[config.mk]
export PLATFORM = sky130hd
export DESIGN_NAME = bsr_scan_controller
export DESIGN_NICKNAME = d
export VERILOG_FILES = /design/src/rtl/bsr_ctrl_pkg.sv /design/src/rtl/bsr_scan_serdes.sv /design/src/rtl/bsr_scan_controller.sv
export SDC_FILE = /design/constraint.sdc
export NUM_CORES = 1
export LEC_CHECK = 0
export ABC_CLOCK_PERIOD_IN_PS = 2200
export CAP_MARGIN = 25
export CORE_ASPECT_RATIO = 0.5
export CORE_MARGIN = 2
export CORE_UTILIZATION = 52
export CTS_BUF_LIST = sky130_fd_sc_hd__clkbuf_8 sky130_fd_sc_hd__clkbuf_16
export DETAILED_ROUTE_END_ITERATION = 10
export HOLD_SLACK_MARGIN = 0.15
export PLACE_DENSITY = 0.78
export RECOVER_POWER = 50
export REMOVE_ABC_BUFFERS = 1
export SETUP_SLACK_MARGIN = 0.05
export SYNTH_ARGS = -nofsm -noshare
export SYNTH_HDL_FRONTEND = slang
export SYNTH_SLANG_ARGS = --single-unit
export TNS_END_PERCENT = 20
[constraint.sdc]
create_clock -name clock -period 2.2 [get_ports clock]
set_input_delay 0.55 -clock clock [delete_from_list [all_inputs] [get_ports clock]]
set_output_delay 0.55 -clock clock [all_outputs]
set_load 0.02 [all_outputs]
[src/rtl/bsr_ctrl_pkg.sv]
// Shared state encoding, counter sizing and per-state output decode for the boundary-scan controller.
package bsr_ctrl_pkg;

    typedef enum logic [2:0] {
        IDLE,
        LOAD,
        APPLY,
        CAPTURE,
        UNLOAD,
        DONE
    } bsr_state_e;

    typedef struct packed {
        logic cmd_ready;
        logic busy;
        logic shift;
        logic testing;
        logic rsp_valid;
        logic drive_sin;
    } bsr_out_t;

    localparam bsr_out_t OUT_IDLE    = '{cmd_ready: 1'b1, busy: 1'b0, shift: 1'b0, testing: 1'b0, rsp_valid: 1'b0, drive_sin: 1'b0};
    localparam bsr_out_t OUT_LOAD    = '{cmd_ready: 1'b0, busy: 1'b1, shift: 1'b1, testing: 1'b0, rsp_valid: 1'b0, drive_sin: 1'b1};
    localparam bsr_out_t OUT_APPLY   = '{cmd_ready: 1'b0, busy: 1'b1, shift: 1'b0, testing: 1'b1, rsp_valid: 1'b0, drive_sin: 1'b0};
    localparam bsr_out_t OUT_CAPTURE = '{cmd_ready: 1'b0, busy: 1'b1, shift: 1'b0, testing: 1'b1, rsp_valid: 1'b0, drive_sin: 1'b0};
    localparam bsr_out_t OUT_UNLOAD  = '{cmd_ready: 1'b0, busy: 1'b1, shift: 1'b1, testing: 1'b0, rsp_valid: 1'b0, drive_sin: 1'b0};
    localparam bsr_out_t OUT_DONE    = '{cmd_ready: 1'b0, busy: 1'b1, shift: 1'b0, testing: 1'b0, rsp_valid: 1'b1, drive_sin: 1'b0};

    function automatic int cnt_width(input int n);
        return $clog2(n + 1);
    endfunction

    function automatic bsr_out_t decode_outputs(input bsr_state_e s);
        case (s)
            IDLE:    return OUT_IDLE;
            LOAD:    return OUT_LOAD;
            APPLY:   return OUT_APPLY;
            CAPTURE: return OUT_CAPTURE;
            UNLOAD:  return OUT_UNLOAD;
            DONE:    return OUT_DONE;
            default: return OUT_IDLE;
        endcase
    endfunction

endpackage

[src/rtl/bsr_scan_serdes.sv]
// Stimulus PISO and response SIPO for one scan chain, both addressed by the controller's bit counter.
module bsr_scan_serdes
    import bsr_ctrl_pkg::*;
#(
    parameter int CHAIN_LEN = 8,
    parameter int CW        = cnt_width(CHAIN_LEN)
) (
    input  logic                 clock,
    input  logic                 reset,
    input  logic                 load_en,
    input  logic [CHAIN_LEN-1:0] load_data,
    input  logic [CW-1:0]        sin_idx,
    output logic                 sin_bit,
    input  logic                 cap_en,
    input  logic [CW-1:0]        cap_idx,
    input  logic                 cap_bit,
    output logic [CHAIN_LEN-1:0] rsp_data
);

    logic [CHAIN_LEN-1:0] pattern_q, pattern_d;
    logic [CHAIN_LEN-1:0] rsp_q, rsp_d;

    // On the accept cycle the pattern register is still stale, so bit 0 comes straight from load_data.
    always_comb begin
        pattern_d = load_en ? load_data : pattern_q;
        rsp_d     = rsp_q;
        sin_bit   = 1'b0;
        for (int i = 0; i < CHAIN_LEN; i++) begin
            if (sin_idx == CW'(i)) begin
                sin_bit = pattern_d[i];
            end
            if (cap_en && (cap_idx == CW'(i))) begin
                rsp_d[i] = cap_bit;
            end
        end
    end

    always_ff @(posedge clock) begin
        if (!reset) begin
            pattern_q <= '0;
            rsp_q     <= '0;
        end else begin
            pattern_q <= pattern_d;
            rsp_q     <= rsp_d;
        end
    end

    assign rsp_data = rsp_q;

endmodule

[src/rtl/bsr_scan_controller.sv]
// Boundary-scan chain controller: shift stimulus in, apply, capture, shift response out, hand it back.
// Defining BSR_CHECK_EN adds cmd_expect/cmd_mask inputs and a masked rsp_mismatch flag.
module bsr_scan_controller
    import bsr_ctrl_pkg::*;
#(
    parameter int CHAIN_LEN   = 8,
    parameter int HOLD_CYCLES = 2
) (
    input  logic                 clock,
    input  logic                 reset,
    input  logic                 cmd_valid,
    output logic                 cmd_ready,
    input  logic [CHAIN_LEN-1:0] cmd_pattern,
`ifdef BSR_CHECK_EN
    input  logic [CHAIN_LEN-1:0] cmd_expect,
    input  logic [CHAIN_LEN-1:0] cmd_mask,
    output logic                 rsp_mismatch,
`endif
    output logic                 rsp_valid,
    input  logic                 rsp_ready,
    output logic [CHAIN_LEN-1:0] rsp_data,
    output logic                 busy,
    output logic                 bsr_shift,
    output logic                 bsr_testing,
    output logic                 bsr_sin,
    input  logic                 bsr_sout
);

    localparam int CW = cnt_width(CHAIN_LEN);
    localparam int HW = cnt_width(HOLD_CYCLES);
    localparam logic [CW-1:0] CNT_LAST  = CW'(CHAIN_LEN - 1);
    localparam logic [HW-1:0] HOLD_LAST = HW'(HOLD_CYCLES - 1);

    bsr_state_e    state_q, state_d;
    logic [CW-1:0] cnt_q, cnt_d;
    logic [HW-1:0] hold_q, hold_d;
    bsr_out_t      out_q, out_d;
    logic          sin_q, sin_d;
    logic          pattern_bit;
    logic          accept;

    assign accept = cmd_valid & out_q.cmd_ready;

    always_ff @(posedge clock) begin
        if (!reset) begin
            state_q <= IDLE;
            cnt_q   <= '0;
            hold_q  <= '0;
            out_q   <= '0;
            sin_q   <= 1'b0;
        end else begin
            state_q <= state_d;
            cnt_q   <= cnt_d;
            hold_q  <= hold_d;
            out_q   <= out_d;
            sin_q   <= sin_d;
        end
    end

    always_comb begin
        state_d = state_q;
        cnt_d   = cnt_q;
        hold_d  = hold_q;
        case (state_q)
            IDLE: begin
                if (accept) begin
                    state_d = LOAD;
                    cnt_d   = '0;
                end
            end
            LOAD: begin
                if (cnt_q == CNT_LAST) begin
                    state_d = APPLY;
                    cnt_d   = '0;
                    hold_d  = '0;
                end else begin
                    cnt_d = cnt_q + CW'(1);
                end
            end
            APPLY: begin
                if (hold_q == HOLD_LAST) begin
                    state_d = CAPTURE;
                end else begin
                    hold_d = hold_q + HW'(1);
                end
            end
            CAPTURE: begin
                state_d = UNLOAD;
                cnt_d   = '0;
            end
            UNLOAD: begin
                if (cnt_q == CNT_LAST) begin
                    state_d = DONE;
                    cnt_d   = '0;
                end else begin
                    cnt_d = cnt_q + CW'(1);
                end
            end
            DONE: begin
                if (rsp_ready) begin
                    state_d = IDLE;
                end
            end
            default: begin
                state_d = IDLE;
                cnt_d   = '0;
                hold_d  = '0;
            end
        endcase
    end

    // Outputs are decoded from the next state so they are registered yet valid in the state's first cycle.
    always_comb begin
        out_d = decode_outputs(state_d);
        sin_d = out_d.drive_sin & pattern_bit;
    end

    bsr_scan_serdes #(
        .CHAIN_LEN (CHAIN_LEN),
        .CW        (CW)
    ) u_serdes (
        .clock     (clock),
        .reset     (reset),
        .load_en   (accept),
        .load_data (cmd_pattern),
        .sin_idx   (cnt_d),
        .sin_bit   (pattern_bit),
        .cap_en    (state_q == UNLOAD),
        .cap_idx   (cnt_q),
        .cap_bit   (bsr_sout),
        .rsp_data  (rsp_data)
    );

    assign cmd_ready   = out_q.cmd_ready;
    assign busy        = out_q.busy;
    assign bsr_shift   = out_q.shift;
    assign bsr_testing = out_q.testing;
    assign rsp_valid   = out_q.rsp_valid;
    assign bsr_sin     = sin_q & out_q.drive_sin;

`ifdef BSR_CHECK_EN
    logic [CHAIN_LEN-1:0] exp_q;
    logic [CHAIN_LEN-1:0] mask_q;

    always_ff @(posedge clock) begin
        if (!reset) begin
            exp_q  <= '0;
            mask_q <= '0;
        end else if (accept) begin
            exp_q  <= cmd_expect;
            mask_q <= cmd_mask;
        end
    end

    assign rsp_mismatch = out_q.rsp_valid & (|((rsp_data ^ exp_q) & mask_q));
`endif

endmodule

* Yosys cells after proc, flatten, opt, wreduce, memory -nomap -nowiden
Cells that the tools add are included.
Storage, ports and cells: register bits 32, word-level logic and storage cells 90
Cells by class: reduce and logical (&&, ||, !) cells 16, add/subtract/negate cells 2, muxes and demuxes 22, eq/ne operators 27, bitwise gates (word level) 4
Operators by type and width (number):
- $eq 4x3->1 const B | 8
- $pmux 6 s4 | 1
- $pmux 3 s6 | 1
- $eq 4x2->1 const B | 4
- $mux 3 | 5
- $eq 3x2->1 const B | 4
- $eq 3x3->1 const B | 4
- $pmux 4 s3 | 1
- $eq 4x1->1 const B | 2
- $logic_and 1x1->1 | 8
- $logic_not 4->1 | 2
- $mux 1 | 8
- $mux 4 | 2
- $mux 8 | 1
- $eq 3x1->1 const B | 2
- $pmux 2 s3 | 1
- $reduce_or 2->1 | 3
- $add 4x1->4 const B | 1
- $mux 2 | 2
- $ne 2x2->1 const B | 2
- $reduce_or 4->1 | 1
- $and 1x1->1 | 3
- $logic_not 3->1 | 1
- $reduce_and 3->1 | 1
- other kinds (3) | 3

* Logic depth before layout (Yosys ltp)
Gate-level depths: netlist (run 1).
depth in word-level cells 13, depth in mapped cells 8, gate-level depth less buffers 8

* By module
From an unflattened synthesis (run 1), not the netlist that was laid out.
Second synthesis, totals: cells, all modules 186, area, all modules 1756.7 um2
Modules (own cells, without submodules):
- bsr_scan_controller | times used 1, cells each 102, area an instance 902.1 um2
- bsr_scan_serdes | times used 1, cells each 84, area an instance 854.6 um2

* Worst setup path before layout (run 1)
Ideal clock, no wire load.
kind in2reg, from input port cmd_valid, to register sin_q, stages on the path 7, arrival time 1.779 ns, slack 0.333 ns, required time 2.112 ns, path through and2_1 buf_4 a21boi_2 o2bb2ai_2 mux2i_1 nor3_1 nor4_2
On the way: word-level cells in the longest chain between the ends 13, elaborated cells on any way between the ends 30, classes of those cells 12 x eq/ne; 14 x mux; 2 x bitwise; 2 x reduce/logical
RTL lines:
- start, declared | RTL line bsr_scan_controller.sv:11 | input logic cmd_valid,
- $and 1x1->1 * | RTL line bsr_scan_controller.sv:42 | assign accept = cmd_valid & out_q.cmd_ready;
- $mux 4 | RTL line bsr_scan_controller.sv:66 | if (accept) begin
- $pmux 4 s3 | RTL line bsr_scan_controller.sv:64 | case (state_q)
- $logic_not 4->1 | RTL line bsr_scan_serdes.sv:29 | if (sin_idx == CW'(i)) begin
- $mux 1 (8 in a row) | RTL line bsr_scan_serdes.sv:29
- $and 1x1->1 * | RTL line bsr_scan_controller.sv:115 | sin_d = out_d.drive_sin & pattern_bit;
- end signal, assigned | RTL line bsr_scan_controller.sv:56 | sin_q <= sin_d;
- end, declared | RTL line bsr_scan_controller.sv:38 | logic sin_q, sin_d;
Every way passes the cells marked *; elsewhere a longest branch is shown, timed or not. A chain may end at the register's enable or synchronous reset.

* Worst setup path after layout (run 1)
Same ends and word-level chain as after synthesis.

==> results of run 1 <==
through the flow:
stage               std cells  cell area (sq um)  utilization [%]
floorplan                 169               1584                -
global placement          247               1984            66.25
detailed placement        247               1984            66.25
CTS                       254               2062            68.84
global route              254               2056            68.63
finish                    254               2056            68.63
cell type report:
cell class,instances,area (sq um),share of cell area (%)
clock inverter,2,8.758,0.4261
clock buffer,5,68.82,3.348
inverter,7,26.28,1.278
multi-input combinational,130,913.4,44.43
tap,40,50.05,2.435
timing repair buffer,38,346.6,16.86
sequential,32,641.9,31.22
cells by family after synthesis:
| kind of cell | count (synthesis) |
|---|---|
| buffers and inverters | 16 |
| adders and majority gates | 5 |
| muxes | 12 |
| xor gates and xnor gates | 1 |
| and+or+nand+nor | 80 |
| DFF | 32 |
| AOI/OAI and AO/OA | 32 |
per-layer routing:
layer  routed length (um)  global-route usage (%)  vias up
met2                 1472                   31.77       39
li1                     -                       -      696
met5                    0                       0        -
met4                   20                   4.918        0
met1                 1672                   27.25      645
met3                  163                   5.905        2
worst min path at each step:
stage	depth (start not counted)	slack [ns]	end
after detailed placement	2	0.46	u_serdes.rsp_data[6]
after global placement	2	0.45	u_serdes.rsp_data[1]
final	2	0.47	u_serdes.rsp_data[0]
after global routing	2	0.49	u_serdes.rsp_data[1]
after CTS	2	0.47	u_serdes.rsp_data[6]
after floorplan	2	0.47	u_serdes.pattern_q[3]
synth_stat cells, types with 2 or more instances:
master	instances
and3b_1	2
and2_1	4
a211oi_2	2
inv_1	7
buf_4	3
mux2i_1	12
a211o_1	2
a21boi_0	7
dfxtp_1	32
nor2_1	10
nand2_1	19
nor4_2	3
nor3_1	5
nand3b_1	2
nor2b_1	14
o21ai_0	3
nand3_1	9
a2bb2oi_1	2
buf_2	2
ha_1	5
clkbuf_1	4
a21oi_1	4
and3_1	2
nor3b_1	3
flip-flops by register name, indices dropped and copies added (netlist names), 2 cells and up:
name	flops
hold_q	2
cnt_q	4
u_serdes.rsp_data	8
state_q	3
u_serdes.pattern_q	8
timing repair:
| action | CTS | global route |
|---|---|---|
| resized for setup | 0 | 3 |
| setup endpoints to repair | 0 | 1 |
| hold buffers | 0 | 0 |
| buffers inserted | 0 | 0 |
worst max-delay path, stage by stage:
cell and delay, ns:
clkdlybuf4s50_1 0.39, and2_1 0.18, a21boi_2 0.27, buf_4 0.17, o2bb2ai_2 0.13, mux2i_1 0.21
nor3_1 0.07, nor4_2 0.22
cell usage in the layout, fill, tap and decap left out, types with 2 or more instances in the layout:
cell type        synthesis  routed
nor3_1                   5       5
clkdlybuf4s50_1          0      24
dfxtp_1                 32      31
inv_1                    7       8
nor3b_1                  3       3
and3_1                   2       2
nor2b_1                 14      14
mux2i_1                 12      12
nand2_1                 19      19
nand3b_1                 2       2
o21ai_0                  3       3
nand3_1                  9       9
and3b_1                  2       2
buf_4                    3      11
nor2_1                  10      10
nor4_2                   3       2
ha_1                     5       4
a21oi_1                  4       4
a21boi_0                 7       7
a211oi_2                 2       2
clkbuf_8                 0       5
a2bb2oi_1                2       2
and2_1                   4       4
a211o_1                  2       2
dlygate4sd3_1            0       2
where the power goes:
group | switching [mW] | leakage, nW | internal, mW
clock network | 0.196 | 0.0452 | 0.210
registers | 0.0108 | 0.260 | 0.598
logic | 0.0816 | 0.450 | 0.0925
total | 0.288 | 0.755 | 0.901
==> metrics.csv, run 1 <==
stage,metric,value,unit
worst_hold_path,Min-Delay Startpoint,u_serdes.rsp_data[0],
layout,n_diodes,0,
timing,final cycle utilization of the critical path,91.22,%
logic_synthesis,Syn Inst Count,178,
timing,"Slew Viols, Final",0,
pwr,pwr dens,578.5,nW/um^2
layout,layout cells sized above 1,13.08,%
clock_tree,H-tree depth,2,
logic_synthesis,"Async S/R FF share, synth",0,%
logic_synthesis,multiplexer share of the synthesized area,7.362,%
run,max cap viols,0,
drt,vias per cell,5.441,
logic_synthesis,Synthesis Warnings,0,
logic_synthesis,largest cells by area after synthesis,"dfxtp_1, mux2i_1, nor2b_1",
clock_tree,clk buf depth,2,
worst_setup_path,Critical Path End Type,register,
logic_synthesis,sequential fraction of the synthesis area,39.26,%
timing,final hold viol count,0,
die,area of the die,3629,sq um
logic_synthesis,post-synthesis cell type count,44,
worst_setup_path,critical path startpoint category,input port,
worst_setup_path,RR Startpoint,state_q[2],
place,DPL Wire Length,2542,um
drt,Via Count,1382,
logic_synthesis,synthesized cell area,1632,sq um
worst_setup_path,Reg2Reg Depth,6,
drt,wire per inst,13.11,um
worst_setup_path,r2r endpoint,sin_q,
layout,Syn-to-layout area delta,26.00,%
clock_tree,CTS Buf Count,5,
global_route,gr ovfl total,0,
drt,Routed Wire Length,3329,um
logic_synthesis,predominant post-synthesis flop cell,dfxtp_1,
timing,Layout Skew,0.003959,ns
clock_tree,clock root buffer,clkbuf_8,
drt,Detail Route Antenna Nets,0,
timing,f_max,498.3,MHz
global_route,global-route wire length before repair,5692,um
logic_synthesis,Synth Area in Adders,3.834,%
timing,Fin Hold WS,0.4717,ns
die,io pins,27,
worst_setup_path,largest fanout on the critical path,5,
die,Core Footprint,2995,sq um
timing,post-route setup TNS,0,ns
pwr,Worst VDD drop,0.3570,mV
layout,Fillers,244,
clock_tree,CTS Sinks,32,
logic_synthesis,Synth Area in XOR/XNOR,0.9969,%
timing,Final min period,2.007,ns
worst_setup_path,Worst Setup EP,sin_q,
timing,Slew Limit Headroom,66.35,%
worst_setup_path,flop2flop setup slack,0.22,ns
global_route,vias in the first global route,1263,
timing,Final Setup Violations,0,
die,Die H,43.61,um
worst_setup_path,Worst EP required,2.39,ns
die,Row Count,14,
worst_setup_path,CP Class,in -> reg,
logic_synthesis,post-synthesis compound-gate area fraction,15.87,%
status,outcome,"finished, final reports clean",
clock_tree,CTS clock-pin slew for the worst setup and hold paths,0.06,ns
logic_synthesis,register bit total from synthesis,32,
drt,DRC Markers,0,
global_route,initial antenna violation count,0,
logic_synthesis,Post-Synth Simple-Gate Area,28.14,%
timing,final setup margin,0.1931,ns
logic_synthesis,Post-synth EDFFs,0,
logic_synthesis,Yosys top cell area share,39.26,%
clock_tree,TritonCTS clock tree,done,
place,I/O Buffers,26,
clock_tree,clk_lat worst skew,0.27,ns
drt,drt pass-1 iters,4,
die,Initial Utilization,54.47,%
place,dpl ws,-0.07575,ns
place,gpl congestion,0.8468,
worst_hold_path,Hold WC Path Type,reg -> reg,
timing,RSZ-0062 raised after global routing,false,
worst_setup_path,CP arrival,2.20,ns
global_route,Total Routing Usage GR,19.95,%
logic_synthesis,syn_area_per_cell,9.166,sq um
timing,Least-Margin Pin Slew,0.5034,ns
global_route,pin count of the biggest net entering global routing,21,
pwr,LEAKAGE,0.7550,nW
logic_synthesis,main combinational cell family by area after synthesis,simple AND/OR/NAND/NOR gates,
die,Die W,83.22,um
drt,initial drt markers,81,
layout,Nets,232,
logic_synthesis,leading area contributor after synthesis,dfxtp_1,
worst_setup_path,CP startpoint,cmd_valid,
pwr,Final Total Pwr,1.189,mW
(Power assumes the default switching activity.)
==> inputs of run 2 (changes only) <==
--- a/config.mk
+++ b/config.mk
@@ -9,11 +9,10 @@
 export CAP_MARGIN = 25
 export CORE_ASPECT_RATIO = 0.5
 export CORE_MARGIN = 2
-export CORE_UTILIZATION = 52
-export CTS_BUF_LIST = sky130_fd_sc_hd__clkbuf_8 sky130_fd_sc_hd__clkbuf_16
+export CORE_UTILIZATION = 45
 export DETAILED_ROUTE_END_ITERATION = 10
 export HOLD_SLACK_MARGIN = 0.15
-export PLACE_DENSITY = 0.78
+export PLACE_DENSITY = 0.69
 export RECOVER_POWER = 50
 export REMOVE_ABC_BUFFERS = 1
 export SETUP_SLACK_MARGIN = 0.05
==> run 2 against run 1 <==
Effect of this change:
- cell area up 0.85%
- highest routed layer unchanged
- largest cell class unchanged
- clock skew down 0.00096 ns
- register-to-register slack worse by 0.04 ns
==> metrics.csv, run 2 (same netlist as run 1, synthesis figures left out) <==
stage,metric,value,unit
timing,Least-Margin Pin Slew,0.5035,ns
die,Die H,46.58,um
timing,Layout Skew,0.002995,ns
global_route,Total Routing Usage GR,19.19,%
run,max cap viols,0,
global_route,met1 global-route usage,24.09,%
timing,"Slew Viols, Final",0,
timing,final hold viol count,0,
pwr,pwr dens,601.0,nW/um^2
worst_setup_path,RR Startpoint,cnt_q[0],
worst_setup_path,CP Class,in -> reg,
pwr,Final Total Pwr,1.246,mW
worst_setup_path,CP startpoint,cmd_valid,
drt,wire per inst,13.20,um
status,outcome,"finished, final reports clean",
layout,n_diodes,0,
worst_setup_path,critical path startpoint category,input port,
die,Initial Utilization,47.25,%
worst_setup_path,r2r endpoint,sin_q,
drt,Detail Route Antenna Nets,0,
global_route,grt peak-use layer,met2,
global_route,met2 Use GR,31.11,%
global_route,vias in the first global route,1227,
worst_hold_path,WHS Path Cells,2,
layout,Non-Filler Instances,266,
drt,Via Count,1373,
clock_tree,H-tree depth,2,
global_route,grt met3 use,6.452,%
place,DPL Wire Length,2639,um
layout,layout cells sized above 1,12.09,%
worst_hold_path,Hold WC Path Type,reg -> reg,
clock_tree,clk buf depth,2,
drt,DRC Markers,0,
worst_setup_path,Reg2Reg Depth,7,
timing,f_max,494.7,MHz
global_route,gr ovfl total,0,
clock_tree,clk_lat worst skew,0.28,ns
place,dpl cells,258,
drt,vias per cell,5.162,
timing,Final min period,2.022,ns
clock_tree,TritonCTS clock tree,done,
worst_setup_path,Worst EP required,2.37,ns
layout,Nets,232,
timing,final cycle utilization of the critical path,91.89,%
die,io pins,27,
clock_tree,CTS Buf Count,5,
pwr,LEAKAGE,0.7553,nW
timing,Slew Limit Headroom,66.35,%
global_route,pin count of the biggest net entering global routing,22,
drt,initial drt markers,70,
die,Die W,89.16,um
global_route,initial antenna violation count,0,
worst_hold_path,Min-Delay Startpoint,u_serdes.rsp_data[5],
worst_hold_path,WHS Endpoint,u_serdes.rsp_data[5],
place,I/O Buffers,26,
clock_tree,CTS clock-pin slew for the worst setup and hold paths,0.07,ns
layout,most frequent cells in the layout,"dfxtp_1, clkdlybuf4s50_1, nand2_1, nor2b_1, mux2i_1",
global_route,global-route wire length before repair,5761,um
clock_tree,clock root buffer,clkbuf_8,
timing,post-route setup TNS,0,ns
die,area of the die,4153,sq um
place,gpl congestion,0.8177,
die,Core Footprint,3453,sq um
die,Row Count,15,
worst_setup_path,CP arrival,2.19,ns
timing,RSZ-0062 raised after global routing,false,
worst_setup_path,largest fanout on the critical path,5,
clock_tree,CTS Sinks,32,
place,dpl ws,-0.1419,ns
layout,Fillers,332,
timing,Final Setup Violations,0,
timing,final setup margin,0.1784,ns
layout,Syn-to-layout area delta,27.07,%
drt,drt pass-1 iters,4,
worst_setup_path,Critical Path End Type,register,
drt,Routed Wire Length,3510,um
worst_setup_path,flop2flop setup slack,0.18,ns
pwr,Worst VDD drop,0.3636,mV
layout,"commonest non-fill, non-tap cell in the layout",dfxtp_1,
==> run 2: changes by cell type in the layout (fill, tap and decap cells not counted), sizes merged <==
cell	delta
buf	-2
clkbuf	+5
clkinv	-1
inv	-1
==> run 2: how the worst max path moves through the flow <==
stage / slack, ns / depth (start not counted) / endpoint
5_1_grt: 0.04 / 7 / sin_q
6_report: 0.18 / 8 / sin_q
3_5_place_dp: -0.14 / 7 / sin_q
3_3_place_gp: -0.04 / 7 / sin_q
2_1_floorplan: 0.17 / 6 / sin_q
4_1_cts: 0.05 / 7 / sin_q
==> run 2: worst max-delay path, stage by stage <==
cell	delay [ns]
clkdlybuf4s50_1	0.44
and2_1	0.22
a21boi_2	0.15
a211oi_2	0.33
buf_4	0.18
nand3_1	0.06
a21boi_1	0.18
nor4_2	0.07
==> run 2: report_power, final <==
part	switching (mW)	internal, mW	total [mW]	leakage, nW
Clock	0.211	0.255	0.466	0.0455
Combinational	0.0824	0.0881	0.170	0.450
Sequential	0.0112	0.598	0.610	0.260
==> run 2: metrics by stage <==
stage	hold slack (ns)	utilization [%]	cell area, sq um
6_report	0.4634	60.04	2073
5_1_grt	0.4893	60.04	2073
4_1_cts	0.4663	60.47	2088
3_5_place_dp	0.4575	57.86	1998
3_3_place_gp	0.4486	57.86	1998
2_1_floorplan	0.4712	-	1584
==> run 2: area by class of cell <==
type / count / area, sq um / share of cell area, %
Multi-Input combinational cell: 130 / 910.9 / 43.93
Sequential cell: 32 / 641.9 / 30.96
Timing Repair Buffer: 38 / 340.3 / 16.42
Clock buffer: 8 / 90.09 / 4.345
Tap cell: 51 / 63.81 / 3.078
Inverter: 7 / 26.28 / 1.267
==> run 2: timing repair <==
item,4_1_cts,5_1_grt
endpoints found under the setup margin,0,1
buffers inserted,0,0
gates resized for setup,0,2
hold buffers,0,0
==> run 2: per-layer routing <==
layer,up-vias,routed length (um)
met1,641,1767
met2,27,1558
li1,699,-
met5,-,0
met3,6,129
met4,0,55
==> inputs of run 3 (changes only) <==
--- a/config.mk
+++ b/config.mk
@@ -14,7 +14,6 @@
 export HOLD_SLACK_MARGIN = 0.15
 export PLACE_DENSITY = 0.69
 export RECOVER_POWER = 50
-export REMOVE_ABC_BUFFERS = 1
 export SETUP_SLACK_MARGIN = 0.05
 export SYNTH_ARGS = -nofsm -noshare
 export SYNTH_HDL_FRONTEND = slang
==> run 3 against run 2 <==
Effect of this change:
- wire length decreased by 3.0%
- final cell count decreased by 0.75%
- highest routed layer unchanged
- sequential power barely moved
- first-iteration DRC count grew 49%
- register-to-register slack gained 0.06 ns
- cell area grew 1.2%
- clock skew is 0.0018 ns higher
- utilization rose by 0.72 points
- critical path depth decreased by 1
- total power fell by 4.6%
- largest power group unchanged
==> metrics.csv, run 3 (same netlist as run 1, synthesis figures left out) <==
stage,metric,value,unit
worst_hold_path,Hold WC Path Type,reg -> reg,
global_route,vias in the first global route,1130,
pwr,combinational power share,15.5,%
global_route,global-route wire length before repair,5340,um
clock_tree,H-tree depth,2,
pwr,Worst VDD drop,0.3609,mV
worst_setup_path,Critical-path top delay cell,clkdlybuf4s50_1,
pwr,LEAKAGE,0.7644,nW
drt,Via Count,1347,
drt,drt pass-1 iters,4,
worst_hold_path,WHS Path Cells,2,
pwr,Final Total Pwr,1.188,mW
clock_tree,clk buf depth,2,
timing,f_max,498.7,MHz
pwr,Reg power frac,51.4,%
timing,"Slew Viols, Final",0,
global_route,met1 global-route usage,24.73,%
global_route,grt met3 use,5.556,%
clock_tree,clock root buffer,clkbuf_8,
layout,Nets,233,
worst_setup_path,flop2flop setup slack,0.24,ns
worst_setup_path,"slowest stage delay, CP",0.44,ns
drt,DRC Markers,0,
worst_setup_path,CP arrival,2.20,ns
die,Row Count,15,
drt,Routed Wire Length,3406,um
clock_tree,TritonCTS clock tree,done,
global_route,pin count of the biggest net entering global routing,17,
logic_synthesis,syn nets,196,
timing,Final Setup Violations,0,
worst_setup_path,"Cell Chain, Critical Path",clkdlybuf4s50_1 -> and2_1 -> a21boi_4 -> a211o_1 -> nand4b_1 -> a21boi_1 -> nor4_2,
pwr,switching power total,288.6,uW
die,Initial Utilization,47.25,%
place,DPL Wire Length,2498,um
place,I/O Buffers,26,
clock_tree,CTS Sinks,32,
place,gpl congestion,0.8090,
clock_tree,CTS clock-pin slew for the worst setup and hold paths,0.06,ns
die,Die W,89.16,um
timing,Slew Limit Headroom,40.94,%
worst_setup_path,largest fanout on the critical path,5,
worst_setup_path,RR Startpoint,cnt_q[0],
layout,"commonest non-fill, non-tap cell in the layout",dfxtp_1,
place,Post-DP Area,2006,sq um
global_route,initial antenna violation count,0,
worst_setup_path,CP bufs+invs,1,
timing,final cycle utilization of the critical path,91.15,%
worst_setup_path,critical path startpoint category,input port,
clock_tree,clk_lat worst skew,0.28,ns
layout,layout cells sized above 1,14.08,%
clock_tree,CTS Buf Count,5,
worst_setup_path,r2r endpoint,sin_q,
drt,Detail Route Antenna Nets,0,
drt,wire per inst,12.90,um
drt,vias per cell,5.102,
pwr,internal power,899.7,uW
timing,final hold viol count,0,
global_route,Total Routing Usage GR,17.66,%
die,Core Footprint,3453,sq um
pwr,Clk pwr share,33.1,%
global_route,gr ovfl total,0,
timing,Least-Margin Pin Slew,0.8736,ns
worst_hold_path,WHS Endpoint,u_serdes.rsp_data[0],
timing,Layout Skew,0.004801,ns
layout,design area,2098,sq um
pwr,Net Sw Frac,24.29,%
global_route,met2 Use GR,24.44,%
die,area of the die,4153,sq um
worst_setup_path,Reg2Reg Depth,7,
worst_setup_path,Critical Path End Type,register,
pwr,pwr dens,566.4,nW/um^2
run,max cap viols,0,
timing,RSZ-0062 raised after global routing,false,
worst_setup_path,CP Class,in -> reg,
worst_setup_path,Worst EP required,2.39,ns
layout,most frequent cells in the layout,"dfxtp_1, clkdlybuf4s50_1, nand2_1, nor2b_1, mux2i_1",
worst_hold_path,Min-Delay Startpoint,u_serdes.rsp_data[0],
status,outcome,"finished, final reports clean",
worst_setup_path,CP top delay family,simple AND/OR/NAND/NOR gates,
drt,initial drt markers,104,
timing,Final min period,2.005,ns
die,Die H,46.58,um
global_route,grt peak-use layer,met1,
layout,Syn-to-layout area delta,28.60,%
layout,n_diodes,0,
die,io pins,27,
==> run 3: final cells by class <==
type / instances / area (sq um)
Multi-Input combinational cell: 130 / 938.4
Inverter: 7 / 26.28
Clock buffer: 5 / 68.82
Fill cell: 343 / 1355
Timing Repair Buffer: 39 / 357.8
Tap cell: 51 / 63.81
Sequential cell: 32 / 643.1
==> run 3: timing repair <==
item	in CTS	in global routing
buffers inserted	0	0
hold buffers	0	0
gates resized for setup	0	9
endpoints found under the setup margin	0	1
==> run 3: power by group through the flow <==
stage,sequential (mW),combinational [mW],clock (mW)
after global routing,0.613,0.198,0.422
final,0.611,0.184,0.394
after global placement,0.621,0.170,0
after detailed placement,0.622,0.175,0
after floorplan,0.624,0.103,0
after CTS,0.609,0.176,0.407
==> run 3: how the worst max path moves through the flow <==
stage | from | endpoint | slack [ns] | cells past startpoint
after floorplan | cmd_valid | sin_q | 0.33 | 7
after global placement | cmd_valid | sin_q | -0.08 | 8
after detailed placement | cmd_valid | sin_q | -0.20 | 8
after CTS | cnt_q[0] | sin_q | 0.07 | 8
after global routing | cnt_q[0] | sin_q | 0.08 | 7
final | cmd_valid | sin_q | 0.19 | 7
==> run 3: per-layer routing <==
metal	share of wire, %	up-vias	routed length (um)
met5	0	-	0
met4	0.70	0	24
met3	5.0	3	170
met2	41	34	1411
met1	53	606	1799
li1	-	704	-
==> run 3: worst register-to-register path, delay by kind of cell (launching register included) <==
kind,cells,cell delay [ns]
AOI/OAI and AO/OA,2,0.44
adders and majority gates,1,0.28
DFF,1,0.45
and+or+nand+nor,4,0.71
==> run 3: per-stage QoR <==
stage	std cells	setup WS [ns]	setup TNS, ns	hold slack (ns)	util (%)
3_5_place_dp	259	-0.1977	-0.2766	0.4576	58.08
2_1_floorplan	178	0.3330	0	0.4712	-
3_3_place_gp	259	-0.08172	-0.1200	0.4530	58.08
4_1_cts	264	0.06543	0	0.4662	60.07
6_report	264	0.1946	0	0.4591	60.76
5_1_grt	264	0.07601	0	0.4813	60.76
